**src/rtl/ysyx_23060208_arb_pkg.sv**
```systemverilog
// ---------------------------------------------------------------------------
// ysyx_23060208_arb_pkg
// Shared types and constants for the IFU/LSU SRAM read arbiter.
//   arb_state_e : arbiter FSM states (3-bit encoding)
//   MST_IFU/LSU : master identifiers used by the grant logic
//   RESP_OKAY   : AXI OKAY response, also the idle value of rresp
// ---------------------------------------------------------------------------
package ysyx_23060208_arb_pkg;

  typedef enum logic [2:0] {
    IDLE   = 3'd0,
    AR_IFU = 3'd1,
    R_IFU  = 3'd2,
    AR_LSU = 3'd3,
    R_LSU  = 3'd4
  } arb_state_e;

  localparam logic       MST_IFU   = 1'b0;
  localparam logic       MST_LSU   = 1'b1;
  localparam logic [1:0] RESP_OKAY = 2'b00;

  // Address-phase state that serves the given master.
  function automatic arb_state_e ar_state_of(input logic mst);
    return (mst == MST_IFU) ? AR_IFU : AR_LSU;
  endfunction

endpackage

```
**src/rtl/ysyx_23060208_rr_arb2.sv**
```systemverilog
// ---------------------------------------------------------------------------
// ysyx_23060208_rr_arb2
// Two-way round-robin picker. Purely combinational.
//   req[1:0]   : request vector, bit 0 = IFU, bit 1 = LSU
//   last_grant : master that won the previous contended round
//   enable     : picker is only meaningful while the arbiter is idle
//   grant      : id of the selected master
// When no request is present (or the picker is disabled) the output simply
// repeats last_grant; the caller ignores it in that case.
// ---------------------------------------------------------------------------
module ysyx_23060208_rr_arb2
  import ysyx_23060208_arb_pkg::*;
(
  input  logic [1:0] req,
  input  logic       last_grant,
  input  logic       enable,
  output logic       grant
);

  // Pick the lone requester, or the one that did not win last time.
  always_comb begin
    grant = last_grant;
    if (enable) begin
      case (req)
        2'b01:   grant = MST_IFU;
        2'b10:   grant = MST_LSU;
        2'b11:   grant = ~last_grant;
        default: grant = last_grant;
      endcase
    end else begin
      grant = last_grant;
    end
  end

endmodule

```
**src/rtl/ysyx_23060208_sram_arbiter.sv**
```systemverilog
// ---------------------------------------------------------------------------
// ysyx_23060208_sram_arbiter
// Shares the single SRAM read port (AR/R) between IFU and LSU, one read
// outstanding at a time, round-robin on contention.
//   clk, rst            : clock, asynchronous active-low reset
//   ifu_ar*/ifu_r*      : IFU read address / read data channels
//   lsu_ar*/lsu_r*      : LSU read address / read data channels
//   sram_ar*/sram_r*    : downstream SRAM read channels
// All outputs are decodes of the registered state plus the granted master's
// and SRAM's live inputs; the grant itself depends only on arvalid and
// last_grant, so no sram_* input reaches the arbitration decision.
// ---------------------------------------------------------------------------
module ysyx_23060208_sram_arbiter
  import ysyx_23060208_arb_pkg::*;
#(
  parameter int DATA_WIDTH = 32
) (
  input  logic                  clk,
  input  logic                  rst,
  input  logic [DATA_WIDTH-1:0] ifu_araddr,
  input  logic                  ifu_arvalid,
  output logic                  ifu_arready,
  output logic [DATA_WIDTH-1:0] ifu_rdata,
  output logic [1:0]            ifu_rresp,
  output logic                  ifu_rvalid,
  input  logic                  ifu_rready,
  input  logic [DATA_WIDTH-1:0] lsu_araddr,
  input  logic                  lsu_arvalid,
  output logic                  lsu_arready,
  output logic [DATA_WIDTH-1:0] lsu_rdata,
  output logic [1:0]            lsu_rresp,
  output logic                  lsu_rvalid,
  input  logic                  lsu_rready,
  output logic [DATA_WIDTH-1:0] sram_araddr,
  output logic                  sram_arvalid,
  input  logic                  sram_arready,
  input  logic [DATA_WIDTH-1:0] sram_rdata,
  input  logic [1:0]            sram_rresp,
  input  logic                  sram_rvalid,
  output logic                  sram_rready
);

  arb_state_e state_r;
  arb_state_e state_nxt_s;
  logic       last_grant_r;
  logic       grant_s;
  logic       idle_s;
  logic       contended_s;

  assign idle_s      = (state_r == IDLE);
  assign contended_s = idle_s && ifu_arvalid && lsu_arvalid;

  ysyx_23060208_rr_arb2 u_rr_arb2 (
    .req        ({lsu_arvalid, ifu_arvalid}),
    .last_grant (last_grant_r),
    .enable     (idle_s),
    .grant      (grant_s)
  );

  // State register.
  always_ff @(posedge clk or negedge rst) begin
    if (!rst) begin
      state_r <= IDLE;
    end else begin
      state_r <= state_nxt_s;
    end
  end

  // Round-robin history: only a contended round moves the pointer.
  always_ff @(posedge clk or negedge rst) begin
    if (!rst) begin
      last_grant_r <= MST_LSU;
    end else if (contended_s) begin
      last_grant_r <= grant_s;
    end else begin
      last_grant_r <= last_grant_r;
    end
  end

  // Next-state logic; each phase ends on its own handshake.
  always_comb begin
    state_nxt_s = state_r;
    case (state_r)
      IDLE: begin
        if (ifu_arvalid || lsu_arvalid) begin
          state_nxt_s = ar_state_of(grant_s);
        end else begin
          state_nxt_s = IDLE;
        end
      end
      AR_IFU: begin
        if (ifu_arvalid && sram_arready) begin
          state_nxt_s = R_IFU;
        end else begin
          state_nxt_s = AR_IFU;
        end
      end
      R_IFU: begin
        if (sram_rvalid && ifu_rready) begin
          state_nxt_s = IDLE;
        end else begin
          state_nxt_s = R_IFU;
        end
      end
      AR_LSU: begin
        if (lsu_arvalid && sram_arready) begin
          state_nxt_s = R_LSU;
        end else begin
          state_nxt_s = AR_LSU;
        end
      end
      R_LSU: begin
        if (sram_rvalid && lsu_rready) begin
          state_nxt_s = IDLE;
        end else begin
          state_nxt_s = R_LSU;
        end
      end
      default: state_nxt_s = IDLE;
    endcase
  end

  // Channel muxes: only the granted master sees the SRAM, everyone else idles.
  always_comb begin
    ifu_arready  = 1'b0;
    ifu_rvalid   = 1'b0;
    ifu_rdata    = {DATA_WIDTH{1'b0}};
    ifu_rresp    = RESP_OKAY;
    lsu_arready  = 1'b0;
    lsu_rvalid   = 1'b0;
    lsu_rdata    = {DATA_WIDTH{1'b0}};
    lsu_rresp    = RESP_OKAY;
    sram_araddr  = {DATA_WIDTH{1'b0}};
    sram_arvalid = 1'b0;
    sram_rready  = 1'b0;
    case (state_r)
      AR_IFU: begin
        sram_araddr  = ifu_araddr;
        sram_arvalid = ifu_arvalid;
        ifu_arready  = sram_arready;
      end
      R_IFU: begin
        ifu_rvalid  = sram_rvalid;
        ifu_rdata   = sram_rdata;
        ifu_rresp   = sram_rresp;
        sram_rready = ifu_rready;
      end
      AR_LSU: begin
        sram_araddr  = lsu_araddr;
        sram_arvalid = lsu_arvalid;
        lsu_arready  = sram_arready;
      end
      R_LSU: begin
        lsu_rvalid  = sram_rvalid;
        lsu_rdata   = sram_rdata;
        lsu_rresp   = sram_rresp;
        sram_rready = lsu_rready;
      end
      default: begin
        sram_arvalid = 1'b0;
      end
    endcase
  end

endmodule
```
**config.mk**
```make
export PLATFORM = sky130hd
export DESIGN_NAME = ysyx_23060208_sram_arbiter
export DESIGN_NICKNAME = d
export VERILOG_FILES = /design/src/rtl/ysyx_23060208_arb_pkg.sv /design/src/rtl/ysyx_23060208_rr_arb2.sv /design/src/rtl/ysyx_23060208_sram_arbiter.sv
export SDC_FILE = /design/constraint.sdc
export NUM_CORES = 1
export LEC_CHECK = 0
export CAP_MARGIN = 25
export CORE_AREA = 5 5 80 82
export CTS_CLUSTER_SIZE = 25
export DETAILED_ROUTE_END_ITERATION = 8
export DIE_AREA = 0 0 85 87
export DONT_BUFFER_PORTS = 1
export PLACE_DENSITY_LB_ADDON = 0.1
export SLEW_MARGIN = 30
export SYNTH_ARGS = -nofsm -noshare
export SYNTH_HDL_FRONTEND = slang
export SYNTH_HIERARCHICAL = 1
export SYNTH_SLANG_ARGS = --single-unit
```
**constraint.sdc**
```tcl
create_clock -name clk -period 2.6 [get_ports clk]
set_clock_uncertainty 0.2 [all_clocks]
set_input_delay 0.52 -clock clk [delete_from_list [all_inputs] [get_ports clk]]
set_output_delay 0.52 -clock clk [all_outputs]
set_load 0.02 [all_outputs]
```
; ---- After elaboration in Yosys (flattened, before gate mapping)
; Index checks and enable logic that the tools add are counted.
[totals]
ff_bits = 4
out_inout_bits = 106
[classes]
eq_ne = 7
reduce_logical = 8
n_mux = 20
bitwise = 1
[ops]
columns = operator, count
row1 = $mux W32, 2
row2 = $pmux W32 S2, 1
row3 = $pmux W3 S5, 1
row4 = $mux W2, 6
row5 = $eq A3 B2 Y1 const B, 2
row6 = $logic_and A1 B1 Y1, 6
row7 = $mux W3, 2
row8 = $mux W1, 5
row9 = $eq A2 B2 Y1 const B, 2
row10 = $pmux W1 S2, 2
row11 = $eq A3 B1 Y1 const B, 1
row12 = $eq A3 B3 Y1 const B, 1
row13 = $logic_not A3 Y1, 1
row14 = $pmux W1 S3, 1
row15 = $eq A2 B1 Y1 const B, 1
row16 = $logic_or A1 B1 Y1, 1
row17 = $not A1 Y1, 1

; ---- Logic depth before layout (Yosys ltp)
; Gate-level depths: netlist of the first run.
[depth]
ltp_word = 6
depth_mapped = 6
depth_no_buf = 5

; ---- Cells and area by module
; Netlist of the first run, hierarchy kept.
[modules_own_cells]
columns = mod, seq_area_each_um2, n_inst, cells_each, area_each_um2
row1 = ysyx_23060208_sram_arbiter, 101.3, 1, 146, 1132.3
row2 = ysyx_23060208_rr_arb2, 0.0, 1, 2, 11.3

; ---- Least setup slack after synthesis of the first run
; Ideal clock, no wire load.
[synth_timing]
path_kind = register to output
startpoint = reg state_r[1]
endpoint = out lsu_rdata[10]
t_required_ns = 1.880
arrival_ns = 1.237
stages_incl_launch_ff = 5
n_path_buf = 2
path_slack_ns = 0.643
path_cell_list = dfrtp_1 > buf_4 > nor3b_4 > buf_6 > and2_1
[synth_between]
elab_chain_cells = 2
[synth_rtl]
columns = element, line_no
row1 = "start, declared", ysyx_23060208_sram_arbiter.sv:43  ; arb_state_e state_r;
row2 = "start signal, assigned", ysyx_23060208_sram_arbiter.sv:65  ; state_r <= state_nxt_s;
row3 = $eq A3 B3 Y1, ysyx_23060208_sram_arbiter.sv:136  ; case (state_r)
row4 = $mux W32, ysyx_23060208_sram_arbiter.sv:136
row5 = "end, declared", ysyx_23060208_sram_arbiter.sv:30  ; output logic [DATA_WIDTH-1:0] lsu_rdata,
; Every way passes these cells.

; ---- Worst setup path after layout of the first run
[layout_timing]
startpoint = reg state_r[0]
endpoint = out sram_araddr[25]
[layout_between]
elab_chain_cells = 2
word_cells_on_any_way = 3
cone_classes = eq/ne (2) / mux (1)
[layout_rtl]
columns = element, line_no
row1 = $eq A3 B2 Y1 / $eq A3 B1 Y1 (equally long branches), ysyx_23060208_sram_arbiter.sv:136
row2 = $pmux W32 S2 (*), ysyx_23060208_sram_arbiter.sv:136
row3 = "end, declared", ysyx_23060208_sram_arbiter.sv:34  ; output logic [DATA_WIDTH-1:0] sram_araddr,
; Every way passes the cells marked *; elsewhere a longest branch is shown, timed or not.

==> metrics.md, run 1 <==
| Metric | Value |
|---|---|
| Worst hold path type | in2reg |
| Port Buf Inserts | 0 |
| CTS Sinks | 4 |
| Core Region | 5680 sq um |
| Cells resized by post-CTS repair | 0 |
| Register area share after synthesis | 0.0886 |
| Gate power share | 0.813 |
| Leak pwr | around 0.50 nW |
| Critical-path cell list | nand2b_4 > nor2_2 > buf_4 > a22o_1 |
| Required @ worst endpoint | 1.88 ns |
| Initial antenna violation count | 0 |
| Cell-internal power | about 0.00056 W |
| Critical Path AT | 1.66 ns |
| Max Fclk | between 400 and 500 MHz |
| CTS tree | done |
| Synth top area share | 0.394 |
| Slowest CP cell | dfrtp_1 |
| Total track usage | 0.0975 |
| WL final | 4.67 mm |
| Total number of H-tree levels | 1 |
| Vias | about 1.2k |
| Post-synthesis mux area share | 0.00985 |
| Router iterations before antenna repair | 3 |
| Area contributors post-synth | and2_1, a22o_1, dfrtp_1, buf_4, nor3b_4 |
| Final period util | 0.914 |
| Detailed-placement wirelength estimate | 4.17 mm |
| Nets | 250 |
| Share of cells above drive strength 1 | 0.119 |
| Dpl cells | 213 |
| Fin Hold WS | roughly 0.27 ns |
| Final ANT Viol Nets | 0 |
| Final Hold Fails | 0 |
| Final setup violation count | 0 |
| Register bit count reported by yosys | 4 |
| WL per Instance | 21.4 um |
| Count of non-filler cells in the finished layout | around 220 |
| Fillers | 640 |
| Commonest non-fill, non-tap cell in the layout | and2_1 |
| Post-synth net total | between 200 and 300 |
| Post-Synth Simple-Gate Area | 0.496 |
| Clock power frac | 0.090 |
| Sw Share | 0.637 |
| Tmin final | 2.38 ns |
| CTS clk-pin slew, worst paths | 0.03 ns |
| Synthesized area | 1140 sq um |
| CP Capture Type | output pin |
| # Post-CTS Setup Buffers | 0 |
| Initial Util | 0.201 |
| Vias in the first global route | 1057 |
| Fin. max-slew vios | 0 |
| Violation count after the first detailed-route iteration | 25 |
| Gr ovfl total | 0 |
| Worst slew margin | 0.738 |
| RSZ-0062 raised after global routing | false |
| IO Pins | between 200 and 250 |
| Xor-xnor portion of the synthesized cell area | 0 |
| Chip height | slightly below 90 um |
| Number of diodes | 0 |
| Setup TNS | 0 ns |
| Die X | 85 um |
| CTS Buffer Depth | 2 |
| Num CTS Buffers | 3 |
| Clock Latency Late Sink | 0.22 ns |
| Pwr dens | 1260 nW/um^2 |
| Max-cap viol count | 0 |
| Synth Area in Compound Gates | 0.314 |
| CP Class | reg2out |
| Syn_area_per_cell | 7.73 sq um |
| Drt drc | 0 |
| Tightest Pin Transition | between 0.3 and 0.4 ns |
| Area occupied by multi-input gates | roughly 940 sq um |
| Sequential fraction of design power | 0.097 |
| Commonest cells after routing, fill and taps aside | and2_1, a22o_1, nand2_1, buf_4 |
| YS warnings | 6 |
| Worst Setup Start Kind | flop |
| Worst vdd ir | approximately 0.0007 V |
| Largest family of logic cells by synthesized area | simple AND/OR/NAND/NOR gates |
| P_sw | 0.000977 W |
| Gpl congestion | just under 0.8 |
| First-pass GRT wire length | just under 6 mm |
| Post-synthesis adder-cell area fraction | 0 |
| Largest net degree at the start of global routing | 38 |
| Post-synth top area cell | and2_1 |
| Vias per cell | between 5 and 6 |
| Register area | approximately 100 sq um |
| Netlist cell types | 24 |
| Die ar. | ~7400 sq um |
| Root Driver | clkbuf_8 |
| Worst stage delay on the critical path | 0.57 ns |
| Status | finished clean |
| Synth-to-layout area growth | 6.78% |
| Num rows | 28 |
| Post-Syn Instances | 148 |
| CP max FO | 34 |
## layout make-up
class | count | share of cell area
clock buffers | 4 | 0.0369
inverters | 1 | 0.00307
multi-input cells | 129 | 0.767
flip-flops and latches | 4 | 0.0830
well taps | 75 | 0.0768
repair buffers | 5 | 0.0328
## per-stage QoR
step / cell area, sq um / total power [W] / setup WS [ns] / util
2_1_floorplan: 1140 / 0.00132 / 0.643 / -
3_3_place_gp: 1170 / 0.00140 / 0.486 / 0.205
3_5_place_dp: 1170 / 0.00140 / 0.453 / 0.205
4_1_cts: 1220 / 0.00155 / 0.217 / 0.215
5_1_grt: 1220 / 0.00163 / 0.137 / 0.215
6_report: 1220 / 0.00153 / 0.225 / 0.215
## power groups by stage
stage               clock network [W]  logic (W)  registers, W
global route                 0.000150    0.00132      0.000156
floorplan                           0    0.00122      0.000104
detailed placement                  0    0.00125      0.000149
CTS                          0.000144    0.00126      0.000149
finish                       0.000138    0.00125      0.000148
global placement                    0    0.00125      0.000149
## synth_stat cells
library cell / n
buf_6: 3
nor3_1: 1
buf_4: 5
nor3_2: 1
dfrtp_1: 3
dfstp_2: 1
a41o_2: 1
nand2_1: 5
nor2_4: 1
a22o_1: 34
mux2_1: 1
nand3_1: 1
a32o_2: 1
buf_2: 6
inv_2: 1
a21oi_1: 2
nor3b_4: 2
nor2_2: 1
and2_1: 72
nand2b_4: 1
and3b_1: 1
o211ai_1: 2
a211oi_1: 1
a31oi_1: 1
## state kept, by name (all words and copies together), names as in the netlist
register	cells
state_r	3
last_grant_r	1
## what timing repair did
item / in CTS / in global routing
endpoints found under the hold margin: 4 / 0
endpoints found under the setup margin: 0 / 0
hold buffers: 1 / 0
## routing by layer
layer  up-vias  track usage  routed length [um]  share of wire
li1        514            -                   -              -
met1       559        0.119                1640           0.35
met2       102        0.177                2460           0.53
met3         4       0.0237                 534           0.11
met4         0       0.0129                  38         0.0081
met5         -            0                   0              0
## worst paths after layout
path / slack [ns] / start / end / cells past startpoint
setup / recovery: 0.22 / state_r[0] / sram_araddr[25] / 4
hold / removal: 0.27 / sram_arready / state_r[2] / 1
setup reg to reg: 0.95 / state_r[0] / state_r[1] / 5
hold reg to reg: 0.46 / last_grant_r / last_grant_r / 1
max in group asynchronous: 1.59 / rst / last_grant_r / 1
min in group asynchronous: 0.37 / rst / state_r[2] / 1
## critical path: cells and delay by family (launching register included)
| kind | cells | cell delay [ns] |
|---|---|---|
| compound gates | 1 | 0.35 |
| simple gates | 2 | 0.20 |
| flops | 1 | 0.57 |
| buf+inv | 1 | 0.31 |
## logic make-up after synthesis
kind of cell           count (synthesis)
DFF                                    4
AOI/OAI and AO/OA                     42
buffers and inverters                 15
and+or+nand+nor                       86
muxes                                  1
Note: power is estimated with default switching activity, not from simulation.
==> inputs of run 2 (changes only) <==
--- a/config.mk
+++ b/config.mk
@@ -6,10 +6,10 @@
 export NUM_CORES = 1
 export LEC_CHECK = 0
 export CAP_MARGIN = 25
-export CORE_AREA = 5 5 80 82
+export CORE_AREA = 5 5 79 81
 export CTS_CLUSTER_SIZE = 25
 export DETAILED_ROUTE_END_ITERATION = 8
-export DIE_AREA = 0 0 85 87
+export DIE_AREA = 0 0 84 86
 export DONT_BUFFER_PORTS = 1
 export PLACE_DENSITY_LB_ADDON = 0.1
 export SLEW_MARGIN = 30
==> run 2 against run 1 <==
Hold slack lost 0.0015 ns. Die area shrank 2.3%. Fmax grew 0.22%. Via count shrank 3.0%. Non-clock buffer count is the same. Clock-buffer cell count is the same. First-iteration DRC count grew 92%. Final cell count shrank 1.4%. Total power shrank 0.45%. Largest cell class unchanged.
==> metrics.md, run 2 (synthesized netlist as in run 1, its figures left out) <==
| Metric | Value |
|---|---|
| Status | finished clean |
| Final setup violation count | 0 (unchanged) |
| Nets | 250 (unchanged) |
| Total track usage | 0.108 (+0.0102) |
| # Post-CTS Setup Buffers | 0 (unchanged) |
| Router iterations before antenna repair | 4 (+1) |
| Vias in the first global route | 1134 (+7.3%) |
| Fin. max-slew vios | 0 (unchanged) |
| Share of cells above drive strength 1 | 0.119 (unchanged) |
| WL per Instance | 22.0 um (+2.4%) |
| Initial Util | 0.212 (+0.0101) |
| Num CTS Buffers | 3 (unchanged) |
| Port Buf Inserts | 0 (unchanged) |
| Largest net degree at the start of global routing | 38 (unchanged) |
| RSZ-0062 raised after global routing | false |
| WHS Path Cells | 1 (unchanged) |
| CP Class | reg2out |
| Design area | 1220 sq um (-0.31%) |
| Final period util | 0.912 (-0.00202) |
| CTS Buffer Depth | 2 (unchanged) |
| Initial antenna violation count | 0 (unchanged) |
| Vias per cell | 5.32 (-1.6%) |
| Core Region | 5410 sq um (-4.8%) |
| R2r startpoint | state_r[0] |
| Slack of the worst reg-to-reg path | 0.95 ns (about the same) |
| Worst vdd ir | 0.000453 V (-34%) |
| Total Power | 0.00153 W (-0.45%) |
| Setup TNS | 0 ns (unchanged) |
| Worst reg-to-reg path cell count | 5 (unchanged) |
| Drt drc | 0 (unchanged) |
| WL final | 4.72 mm (+1.0%) |
| Worst stage delay on the critical path | 0.57 ns (about the same) |
| Reg-to-reg endpoint | state_r[1] |
| CP max FO | 34 (unchanged) |
| Worst Min Path Start | sram_arready |
| Fillers | 611 (-4.5%) |
| Tmin final | 2.37 ns (-0.00526 ns) |
| Worst slew margin | 0.734 (-0.00439) |
| CP Capture Type | output pin |
| CTS tree | done |
| Detailed-placement wirelength estimate | 4.15 mm (-0.56%) |
| Worst hold path type | in2reg |
| Max-cap viol count | 0 (unchanged) |
| Top reg by flops | state_r |
| Hold-fix buffers at CTS | 1 (unchanged) |
| Die X | 84 um (-1.2%) |
| Chip height | 86 um (-1.1%) |
| IO Pins | 212 (unchanged) |
| Placed instance area | 1160 sq um (-0.32%) |
| Final ANT Viol Nets | 0 (unchanged) |
| First-pass GRT wire length | 6.56 mm (+12%) |
| Total number of H-tree levels | 1 (unchanged) |
| Fin Hold WS | 0.273 ns (-0.00155 ns) |
| Gpl congestion | 0.734 (-6.2%) |
| Required @ worst endpoint | 1.88 ns (about the same) |
| Leak pwr | 0.502 nW (unchanged) |
| Root Driver | clkbuf_8 |
| Post-place setup slack | 0.468 ns (+0.0149 ns) |
| Gr ovfl total | 0 (unchanged) |
| Synth-to-layout area growth | 6.46% |
| CTS Sinks | 4 (unchanged) |
| Slowest CP cell | dfrtp_1 |
| CTS clk-pin slew, worst paths | 0.03 ns (about the same) |
| Final Hold Fails | 0 (unchanged) |
| Violation count after the first detailed-route iteration | 48 (+92%) |
| Commonest cells after routing, fill and taps aside | and2_1, a22o_1, nand2_1, buf_4 |
| Cells resized by post-CTS repair | 0 (unchanged) |
| Critical-path cell list | nand2b_4 > nor2_2 > buf_4 > a22o_1 |
| Largest register FFs | 3 (unchanged) |
| Max Fclk | 422 MHz (+0.22%) |
| Clock Latency Late Sink | 0.22 ns (about the same) |
| Number of diodes | 0 (unchanged) |
| Die ar. | 7220 sq um (-2.3%) |
| Critical Path AT | 1.65 ns (about the same) |
| Commonest non-fill, non-tap cell in the layout | and2_1 |
| Vias | 1144 (-3.0%) |
| Hold endpoint | state_r[2] |
| Num rows | 27 (-3.6%) |
| Post-route setup slack | 0.230 ns (+0.00526 ns) |
| Worst Setup Start Kind | flop |
| Pwr dens | 1250 nW/um^2 (-0.14%) |
| Biggest regs | state_r x3, last_grant_r x1 |
| Tightest Pin Transition | 0.399 ns (+0.00659 ns) |
[run 2: through the flow]
step                utilization  cells
global route              0.225    215
finish                    0.225    215
floorplan                     -    148
global placement          0.215    210
detailed placement        0.215    210
CTS                       0.225    215
[run 2: final cells by class]
cell class	instances	area [sq um]	share of cell area
well taps	72	90.1	0.0740
multi-input cells	129	937	0.770
flip-flops and latches	4	101	0.0832
clock buffers	4	45.0	0.0370
repair buffers	5	40.0	0.0329
inverters	1	3.75	0.00308
[run 2: worst max-delay path: cells and delay by family, from the launching register on]
family / cells / cell delay, ns
buffers and inverters: 1 / 0.31
AND/OR/NAND/NOR: 2 / 0.20
flip-flops: 1 / 0.57
AO/OA/AOI/OAI: 1 / 0.34
[run 2: power by group]
part	total (W)	internal [W]	switching [W]
clock network	0.000138	0.000105	0.0000330
registers	0.000150	0.0000923	0.0000575
logic	0.00124	0.000360	0.000880
total	0.00153	0.000557	0.000971
[run 2: worst max path at each step]
stage	slack, ns	endpoint	cells past startpoint	startpoint
6_report	0.23	sram_araddr[20]	4	state_r[0]
5_1_grt	0.12	sram_araddr[23]	4	state_r[0]
4_1_cts	0.23	sram_araddr[20]	4	state_r[0]
3_5_place_dp	0.47	sram_araddr[20]	4	state_r[0]
3_3_place_gp	0.50	sram_araddr[20]	4	state_r[0]
2_1_floorplan	0.64	lsu_rdata[10]	4	state_r[1]
[run 2: layer usage]
layer | GRT usage | wire, um | share of wire
met5 | 0 | 0 | 0
met4 | 0.0219 | 16 | 0.0034
met3 | 0.0355 | 525 | 0.11
met2 | 0.205 | 2660 | 0.56
met1 | 0.116 | 1520 | 0.32
